<file path="src/rtl/exec_sequencer.sv">
// Multi-cycle control FSM for the single-issue core: owns PC, fetch handshake and
// instruction register, and gates register-file writes and LSU requests per state.
module exec_sequencer #(
  parameter int                    ADDR_WIDTH = 32,
  parameter int                    WORD_WIDTH = 32,
  parameter logic [ADDR_WIDTH-1:0] BOOT_ADDR  = '0
) (
  input  logic                  clk,
  input  logic                  rst_n,
  output logic                  instr_req_o,
  output logic [ADDR_WIDTH-1:0] instr_addr_o,
  input  logic                  instr_gnt_i,
  input  logic                  instr_rvalid_i,
  input  logic [WORD_WIDTH-1:0] instr_rdata_i,
  output logic [WORD_WIDTH-1:0] instr_o,
  output logic [ADDR_WIDTH-1:0] pc_o,
  output logic                  cycle_counter_o,
  input  logic                  jump_inst_i,
  input  logic                  branch_inst_i,
  input  logic                  illegal_inst_i,
  input  logic                  compressed_inst_i,
  input  logic                  lsu_r_en_i,
  input  logic                  lsu_w_en_i,
  input  logic                  rf_we_i,
  output logic                  rf_we_o,
  input  logic [WORD_WIDTH-1:0] alu_result_i,
  output logic                  lsu_req_o,
  input  logic                  lsu_done_i,
  output logic                  halt_o
);

  localparam logic [2:0] S_FETCH = 3'd0;
  localparam logic [2:0] S_WAIT  = 3'd1;
  localparam logic [2:0] S_EXEC0 = 3'd2;
  localparam logic [2:0] S_EXEC1 = 3'd3;
  localparam logic [2:0] S_LSU   = 3'd4;
  localparam logic [2:0] S_HALT  = 3'd5;

  localparam logic [WORD_WIDTH-1:0] NOP = WORD_WIDTH'(32'h0000_0013);

  logic [2:0]            state_q, state_d;
  logic [ADDR_WIDTH-1:0] pc_q, pc_d, pc_inc;
  logic [WORD_WIDTH-1:0] instr_q, instr_d;
  logic                  we_gate, lsu_req;

  assign pc_inc = pc_q + (compressed_inst_i ? ADDR_WIDTH'(2) : ADDR_WIDTH'(4));

  always_comb begin
    state_d = state_q;
    pc_d    = pc_q;
    instr_d = instr_q;
    we_gate = 1'b0;
    lsu_req = 1'b0;
    case (state_q)
      S_FETCH: if (instr_gnt_i) state_d = S_WAIT;
      S_WAIT: begin
        // a same-cycle rvalid in FETCH is dropped; data is only taken here
        if (instr_rvalid_i) begin
          instr_d = instr_rdata_i;
          state_d = S_EXEC0;
        end
      end
      S_EXEC0: begin
        if (illegal_inst_i) begin
          state_d = S_HALT;
        end else if (jump_inst_i) begin
          we_gate = 1'b1;
          state_d = S_EXEC1;
        end else if (branch_inst_i) begin
          if (alu_result_i[0]) begin
            state_d = S_EXEC1;
          end else begin
            pc_d    = pc_inc;
            state_d = S_FETCH;
          end
        end else if (lsu_r_en_i || lsu_w_en_i) begin
          lsu_req = 1'b1;
          state_d = S_LSU;
        end else begin
          we_gate = 1'b1;
          pc_d    = pc_inc;
          state_d = S_FETCH;
        end
      end
      S_EXEC1: begin
        pc_d    = {alu_result_i[ADDR_WIDTH-1:1], 1'b0};
        state_d = S_FETCH;
      end
      S_LSU: begin
        if (lsu_done_i) begin
          we_gate = 1'b1;
          pc_d    = pc_inc;
          state_d = S_FETCH;
        end else begin
          lsu_req = 1'b1;
        end
      end
      S_HALT:  state_d = S_HALT;
      default: state_d = S_FETCH;
    endcase
  end

  always_ff @(posedge clk or negedge rst_n) begin
    if (!rst_n) begin
      state_q <= S_FETCH;
      pc_q    <= BOOT_ADDR;
      instr_q <= NOP;
    end else begin
      state_q <= state_d;
      pc_q    <= pc_d;
      instr_q <= instr_d;
    end
  end

  // reset parks the FSM in FETCH, so the request is masked while reset is held
  assign instr_req_o     = rst_n & (state_q == S_FETCH);
  assign instr_addr_o    = pc_q;
  assign pc_o            = pc_q;
  assign instr_o         = instr_q;
  assign cycle_counter_o = (state_q == S_EXEC1);
  assign rf_we_o         = rf_we_i & we_gate;
  assign lsu_req_o       = lsu_req;
  assign halt_o          = (state_q == S_HALT);

endmodule
</file>
<file path="config.mk">
export PLATFORM = sky130hd
export DESIGN_NAME = exec_sequencer
export DESIGN_NICKNAME = d
export VERILOG_FILES = /design/src/rtl/exec_sequencer.sv
export SDC_FILE = /design/constraint.sdc
export NUM_CORES = 1
export LEC_CHECK = 0
export BUFFER_PORTS_ARGS = -buffer_cell sky130_fd_sc_hd__buf_2
export CAP_MARGIN = 20
export CORE_ASPECT_RATIO = 0.7
export CORE_MARGIN = 4
export CORE_UTILIZATION = 43
export DETAILED_ROUTE_END_ITERATION = 6
export GPL_TIMING_DRIVEN = 0
export PLACE_DENSITY = 0.82
export SLEW_MARGIN = 20
export SYNTH_ARGS = -nofsm -noshare
export SYNTH_HDL_FRONTEND = slang
export SYNTH_SLANG_ARGS = --single-unit
export TNS_END_PERCENT = 100
</file>
<file path="constraint.sdc">
create_clock -name clk -period 2.2 [get_ports clk]
set_input_delay 0.22 -clock clk [delete_from_list [all_inputs] [get_ports clk]]
set_output_delay 0.22 -clock clk [all_outputs]
set_load 0.05 [all_outputs]
</file>
Word level (Yosys, flattened, before mapping)
Cells that the tools add are included.

operators by class
  add/sub/neg operators = 1
  equal/unequal tests = 12
  multiplexer cells = 29
  bitwise gates (word level) = 2
  reductions and logical operators = 6

operator list
  kind                  number
  $mux W32              6
  $pmux W32 S3          1
  $add A32 B3 Y32       1
  $mux W3               8
  $pmux W3 S5           1
  $mux W1               10
  $ne A2 B2 Y1 const B  5
  $eq A3 B2 Y1 const B  2
  $eq A3 B3 Y1 const B  2
  $ne A3 B3 Y1 const B  2
  $reduce_and A6 Y1     1
  $pmux W1 S2           2
  $eq A3 B1 Y1 const B  1
  $logic_not A3 Y1      1
  $reduce_and A3 Y1     1
  $reduce_bool A3 Y1    1
  $and A1 B1 Y1         2
  $mux W2               1
  $reduce_and A2 Y1     1
  $logic_or A1 B1 Y1    1

storage, ports and cells
  bits in registers = 67
  input bits = 76

Logic depth before layout (Yosys ltp)
Gate-level depths: netlist (run 1).

  depth after elaboration = 7
  depth in mapped cells = 9
  mapped depth without buffers = 8

Worst setup path after synthesis (run 1)
OpenSTA, ideal clock, no wires.

  kind = reg-to-reg
  start = reg pc_q[1], in the netlist instr_addr_o[1]
  end = reg pc_q[17], in the netlist instr_addr_o[17]
  library setup time = 0.137 ns
  arrival = 2.713 ns
  required time = 2.063 ns
  setup slack = -0.651 ns
  cell stages (with the launch flop) = 9
  path buffers = 0
  clock period less this slack = 2.851 ns
  cell sequence = dfrtp_1 -> ha_1 -> inv_1 -> fa_1 -> nand4b_2 -> or3_1 -> or4b_1 -> o21ai_1 -> a21oi_1

between the ends
  word-level cells in the longest chain between the ends = 6

RTL lines
  what                         RTL line  source
  from (decl)                  42        logic [ADDR_WIDTH-1:0] pc_q, pc_d, pc_inc;
  from (signal assigned)       110       pc_q <= pc_d;
  $add A32 B3 Y32 (*)          46        assign pc_inc = pc_q + (compressed_inst_i ? ADDR_WIDTH'(2) : ADDR_WIDTH'(4));
  $mux W32 (on tied branches)  76, 70
  $mux W32                     69        end else if (branch_inst_i) begin
  $mux W32                     66        end else if (jump_inst_i) begin
  $mux W32                     64        if (illegal_inst_i) begin
  $pmux W32 S3 (*)             54        case (state_q)

Every way passes the cells marked *; elsewhere a longest branch is shown, timed or not. The select of a mux whose other input is x is not followed.
A chain may end at the register's enable or synchronous reset.

Final worst setup path (run 1)
Same ends and word-level chain as after synthesis.

==> run_results.csv, run 1 <==
group,metric,value,unit
outcome,outcome,"finished with violations",
layout,most-common-layout-cells,"buf_2 (182), dfrtp_1 (61), buf_4 (49)",
global_route,grt_max_degree,56,
timing,slew_violations,0,
global_route,grt_pass1_wl,19.5,mm
logic_synthesis,syn_area,3800,sq um
timing,slew_headroom,0.623,
timing,setup_viol,3,
critical_path,max_stage_delay,490,ps
critical_path,crit_arrival,2460,ps
critical_path,rrSetupSlack,-50,ps
pwr,sequentialPowerShare,0.246,
placed_design,io_buffer_count,174,
placed_design,gp_congestion,0.875,
logic_synthesis,synthArstFlopShare,1.00,
timing,setup_ws,-54.0,ps
pwr,ir_drop,1.40,mV
run,cap_violations,0,
critical_path,slowest_stage,"or4b_4",
global_route,overflow,0,
layout,area_delta_synth_final,42.5,%
logic_synthesis,synth_cells,396,
pwr,p_per_area,1830,nW/um^2
pwr,p_leak,2.58,nW
logic_synthesis,syn_avg_cell_area,9.59,sq um
placed_design,dp_hpwl,8.86,mm
hold_path,hp-start,"alu_result_i[22]",
pwr,comb_power_share,0.623,
clock_network,clk_pin_slew,50,ps
clock_network,clock_path_buffers,2,
layout,final_common_cell,"buf_2",
floorplanning,boundaryPins,177,
floorplanning,dieArea,10400,sq um
timing,fin_crit_sh,1.02,
drt,first_pass_iters,5,
pwr,internal-power,0.00438,W
critical_path,path_cells,"ha_4, inv_2, fa_2, nand4b_4, or3_4, or4b_4, o21ai_2, a21oi_2",
outcome,violations,"setup timing",
drt,first_iter_violations,277,
timing,fmax,0.444,GHz
critical_path,cp-start-kind,"flip-flop",
critical_path,cp-startpoint,"instr_addr_o[1]",
clock_network,htree_num_levels,3,
drt,num_vias,3894,
layout,finalCoreUtilization,0.636,
timing,rsz0062_at_grt,"yes",
drt,detail_route.wl_per_cell,16.9,um
hold_path,whs_path_depth,3,
hold_path,holdCritPathClass,"input pin to flip-flop",
drt,drc,0,
logic_synthesis,synth_edf_count,0,
layout,drive_gt1_frac,0.523,
pwr,swShare,0.559,
logic_synthesis,synth_ff_type,"dfrtp_1",
critical_path,endpoint_kind,"flip-flop",
logic_synthesis,yosysWarningCount,0,
clock_network,root_buffer,"clkbuf_16",
layout,fin_cells,724,
layout,ff_latch_area,1660,sq um
timing,hold_viol,0,
floorplanning,die_height,86.6,um
timing,timing.hold.ws,112,ps
floorplanning,dieWidth,120,um
pwr,clkPwrFrac,0.131,
clock_network,tritoncts,"built",
placed_design,place_inst,692,
timing,max_slew.worst_pin.slew,565,ps
floorplanning,start_util,0.446,
timing,layout_min_cycle_time,2250,ps
logic_synthesis,ys_ff_latch,66,
critical_path,crit_fanout,3,
critical_path,worst-setup-path-type,"flip-flop to flip-flop",
critical_path,r2r_start,"instr_addr_o[1]",
drt,wirelength,12.2,mm
global_route,grt_pass1_vias,3911,
critical_path,crit_required,2410,ps
clock_network,cts_buffers,9,
layout,fin_nets,678,
floorplanning,core_area,8510,sq um
global_route,track_usage,0.234,
timing,setup_tns,-99.6,ps
layout,antenna-diode-count,0,
logic_synthesis,yosysSeqAreaShare,0.436,
drt,final_antenna_net_count,0,
layout,nFillCells,697,
global_route,antenna_found_initial,1,
floorplanning,rows,28,
pwr,power_switching,0.00554,W
critical_path,ff2ff_path_depth,8,
timing,fin_skew,6.71,ps
clock_network,clk_latency,330,ps
logic_synthesis,synth_cell_types,54,
clock_network,clock_sinks,66,
layout,multi_input_area,1900,sq um
drt,vias_per_cell,5.38,
## layer usage
| metal | up-vias | wire length (um) | GRT usage |
|---|---|---|---|
| met2 | 263 | 5730 | 0.381 |
| met1 | 1783 | 4880 | 0.288 |
| met4 | 2 | 166 | 0.0782 |
| li1 | 1819 | - | - |
| met3 | 27 | 1440 | 0.0933 |
| met5 | - | 13 | 0 |
## cell usage after synthesis (4+ instances only)
master,instances,area [sq um]
dfrtp_1,63,1580
o22a_1,5,43.8
buf_2,11,55.1
mux2_2,32,360
o21ai_0,16,80.1
a31oi_1,9,56.3
inv_1,10,37.5
o22ai_1,5,31.3
nand2_1,31,116
or4_1,4,30.0
nand3_1,13,65.1
nor2_1,30,113
nor4_1,5,31.3
a22oi_1,4,30.0
and3_1,10,62.6
a21oi_1,30,150
o311ai_1,5,43.8
buf_4,33,248
nand4_1,9,56.3
clkbuf_1,9,33.8
nor3_1,5,25.0
o21ai_1,8,40.0
## path summary, 6_finish.rpt
kind | end
worst max register to register | instr_addr_o[17]
max in group asynchronous | instr_o[1]
min in group asynchronous | instr_addr_o[19]
worst min register to register | instr_o[29]
worst max-delay path | instr_addr_o[17]
worst min-delay path | instr_addr_o[22]
## power groups by stage
stage	logic (W)	registers (W)	clock network [W]
6_report	0.00618	0.00244	0.00130
5_1_grt	0.00651	0.00254	0.00139
4_1_cts	0.00607	0.00242	0.00132
3_5_place_dp	0.00598	0.00242	0
3_3_place_gp	0.00589	0.00237	0
2_1_floorplan	0.00276	0.00422	0
## per-stage QoR
step                      cell area, sq um  power [W]  worst slack [ps]
after global routing                  5410     0.0104              -136
after detailed placement              4880    0.00841              -156
final                                 5410    0.00992             -54.0
after floorplan                       3830    0.00698              -240
after global placement                4850    0.00827              -149
after CTS                             5240    0.00980             -89.2
## sequential cells by signal, indices dropped and copies added, names as in the netlist
name and count:
instr_o 32, state_q 3, instr_addr_o 31
## critical path, delay by kind of cell (launching register included)
kind,cells,cell delay (ps)
AO/OA/AOI/OAI,2,130
adder cells (fa/ha/maj),2,530
buffers and inverters,1,40
flip-flops,1,380
AND/OR/NAND/NOR,3,1050
## timing repair
| action | in CTS | in global routing |
|---|---|---|
| gates resized for setup | 11 | 26 |
| buffers inserted | 6 | 10 |
| hold endpoints to repair | 12 | 0 |
| endpoints found under the setup margin | 11 | 30 |
| pin swaps | 4 | 15 |
| hold buffers | 1 | 0 |
## kinds of logic (layout without fill, tap and decap cells)
group                    after synthesis  after routing  synth area share
other                                  1              2          0.000988
AO/OA/AOI/OAI                        101            101             0.167
buffers and inverters                 65            272             0.101
AND/OR/NAND/NOR                      128            128             0.189
flip-flops                            66             66             0.436
multiplexers                          32             32            0.0949
adder cells (fa/ha/maj)                3              3            0.0119
## layout make-up
cell class,instances,area share
Tap cell,120,0.0278
Sequential cell,66,0.306
Clock buffer,13,0.0463
Multi-Input combinational cell,266,0.351
Timing Repair Buffer,192,0.193
Inverter,10,0.00694
Clock inverter,3,0.00278
Buffer,54,0.0659
Power figures use the tool's default switching activity.
==> inputs of run 2 (changes only) <==
--- a/config.mk
+++ b/config.mk
@@ -12,6 +12,7 @@
 export CORE_UTILIZATION = 43
 export DETAILED_ROUTE_END_ITERATION = 6
 export GPL_TIMING_DRIVEN = 0
+export HOLD_SLACK_MARGIN = 0.12
 export PLACE_DENSITY = 0.82
 export SLEW_MARGIN = 20
 export SYNTH_ARGS = -nofsm -noshare
==> run_results.csv, run 2 (synthesis results as in run 1) <==
group,metric,value,unit
critical_path,rrSetupSlack,-60,ps
layout,ff_latch_area,1660,sq um
timing,fmax,0.443,GHz
critical_path,slowest_stage,"or4b_4",
timing,setup_tns,-114,ps
floorplanning,rows,28,
drt,first_iter_violations,307,
layout,largest_reg_flops,32,
critical_path,crit_required,2410,ps
placed_design,dp_hpwl,8.86,mm
layout,multi_input_area,1900,sq um
drt,num_vias,4004,
global_route,overflow,0,
global_route,grt_max_degree,56,
clock_network,root_buffer,"clkbuf_16",
outcome,outcome,"finished with violations",
critical_path,path_cells,"ha_4, inv_2, fa_2, nand4b_4, or3_4, or4b_4, o21ai_2, a21oi_2",
critical_path,crit_arrival,2470,ps
critical_path,critical_path.top_delay_family,"simple AND/OR/NAND/NOR gates",
critical_path,max_stage_delay,490,ps
pwr,p_per_area,1760,nW/um^2
clock_network,clk_latency,330,ps
critical_path,path_buf_inv,1,
layout,finalInstanceArea,5690,sq um
floorplanning,dieArea,10400,sq um
layout,area_delta_synth_final,49.9,%
drt,wirelength,13.0,mm
floorplanning,start_util,0.446,
critical_path,endpoint_kind,"flip-flop",
clock_network,cts_buffers,9,
floorplanning,boundaryPins,177,
layout,final_common_cell,"buf_2",
timing,max_slew.worst_pin.slew,550,ps
timing,setup_ws,-58.1,ps
layout,most-common-layout-cells,"buf_2 (182), dfrtp_1 (61), buf_4 (49)",
drt,vias_per_cell,5.32,
drt,first_pass_iters,4,
layout,antenna-diode-count,0,
layout,fin_cells,752,
layout,drive_gt1_frac,0.500,
timing,fin_crit_sh,1.03,
timing,slew_violations,0,
global_route,grt_pass1_wl,20.6,mm
timing,slew_headroom,0.633,
layout,fin_nets,706,
critical_path,worst-setup-path-type,"flip-flop to flip-flop",
placed_design,placed_area,4880,sq um
timing,setup_viol,3,
timing,hold_viol,0,
timing,fin_skew,5.37,ps
drt,final_antenna_net_count,0,
clock_network,htree_num_levels,3,
timing,layout_min_cycle_time,2260,ps
placed_design,place_inst,692,
hold_path,holdCritPathClass,"input pin to flip-flop",
clock_network,clock_sinks,66,
critical_path,crit_fanout,3,
drt,drc,0,
critical_path,cp-start-kind,"flip-flop",
outcome,violations,"setup timing",
clock_network,clock_path_buffers,2,
floorplanning,die_height,86.6,um
drt,detail_route.wl_per_cell,17.3,um
global_route,grt_pass1_vias,4135,
placed_design,io_buffer_count,174,
clock_network,clk_pin_slew,50,ps
floorplanning,dieWidth,120,um
timing,rsz0062_at_grt,"yes",
pwr,ir_drop,1.36,mV
floorplanning,core_area,8510,sq um
run,cap_violations,0,
global_route,track_usage,0.248,
layout,nFillCells,651,
pwr,p_leak,2.70,nW
placed_design,gp_congestion,0.875,
global_route,antenna_found_initial,1,
clock_network,tritoncts,"built",
[run 2: layout make-up]
class	instances	area share
buffer	54	0.0627
clock buffer	13	0.0440
clock inverter	3	0.00264
inverter	10	0.00660
multi-input combinational	266	0.334
sequential	66	0.291
tap	120	0.0264
timing repair buffer	220	0.233
[run 2: timing repair]
| action | in CTS | in global routing |
|---|---|---|
| endpoints found under the setup margin | 11 | 30 |
| buffers inserted | 6 | 10 |
| pin swaps | 4 | 15 |
| hold buffers | 27 | 2 |
| hold endpoints to repair | 89 | 2 |
| gates resized for setup | 11 | 26 |
[run 2: where the power goes]
group          leakage (nW)  internal (W)  switching [W]  total, W
Clock                 0.133      0.000788       0.000508   0.00130
Combinational          1.81       0.00182        0.00444   0.00626
Sequential            0.757       0.00181       0.000662   0.00247
Total                  2.70       0.00441        0.00561    0.0100
[run 2: stage by stage]
step / setup slack [ps] / utilization / hold WS, ps / total power (W)
floorplan: -240 / - / -75.6 / 0.00698
global placement: -149 / 0.570 / 446 / 0.00827
detailed placement: -156 / 0.573 / 83.8 / 0.00841
CTS: -89.2 / 0.646 / 120 / 0.00984
global route: -136 / 0.668 / 120 / 0.0105
finish: -58.1 / 0.668 / 120 / 0.0100
[run 2: metal layers]
metal,up-vias,track usage,routed length [um]
met5,-,0,13
li1,1882,-,-
met2,237,0.411,6250
met1,1864,0.300,5270
met3,19,0.0920,1300
met4,2,0.0885,150
[run 2: final timing paths]
path | start | end | cells past startpoint
worst max-delay path | instr_addr_o[1] | instr_addr_o[17] | 8
worst min-delay path | instr_rdata_i[11] | instr_o[11] | 2
worst max register to register | instr_addr_o[1] | instr_addr_o[17] | 8
worst min register to register | instr_o[29] | instr_o[29] | 1
max in group asynchronous | rst_n | instr_o[4] | 3
min in group asynchronous | rst_n | instr_addr_o[19] | 2
[run 2: worst reg2reg max path, delay by kind of cell, from the launching register on]
kind                       cells  cell delay (ps)
adders and majority gates      2              540
AOI/OAI and AO/OA              2              130
and+or+nand+nor                3             1060
buffers and inverters          1               40
DFF                            1              380
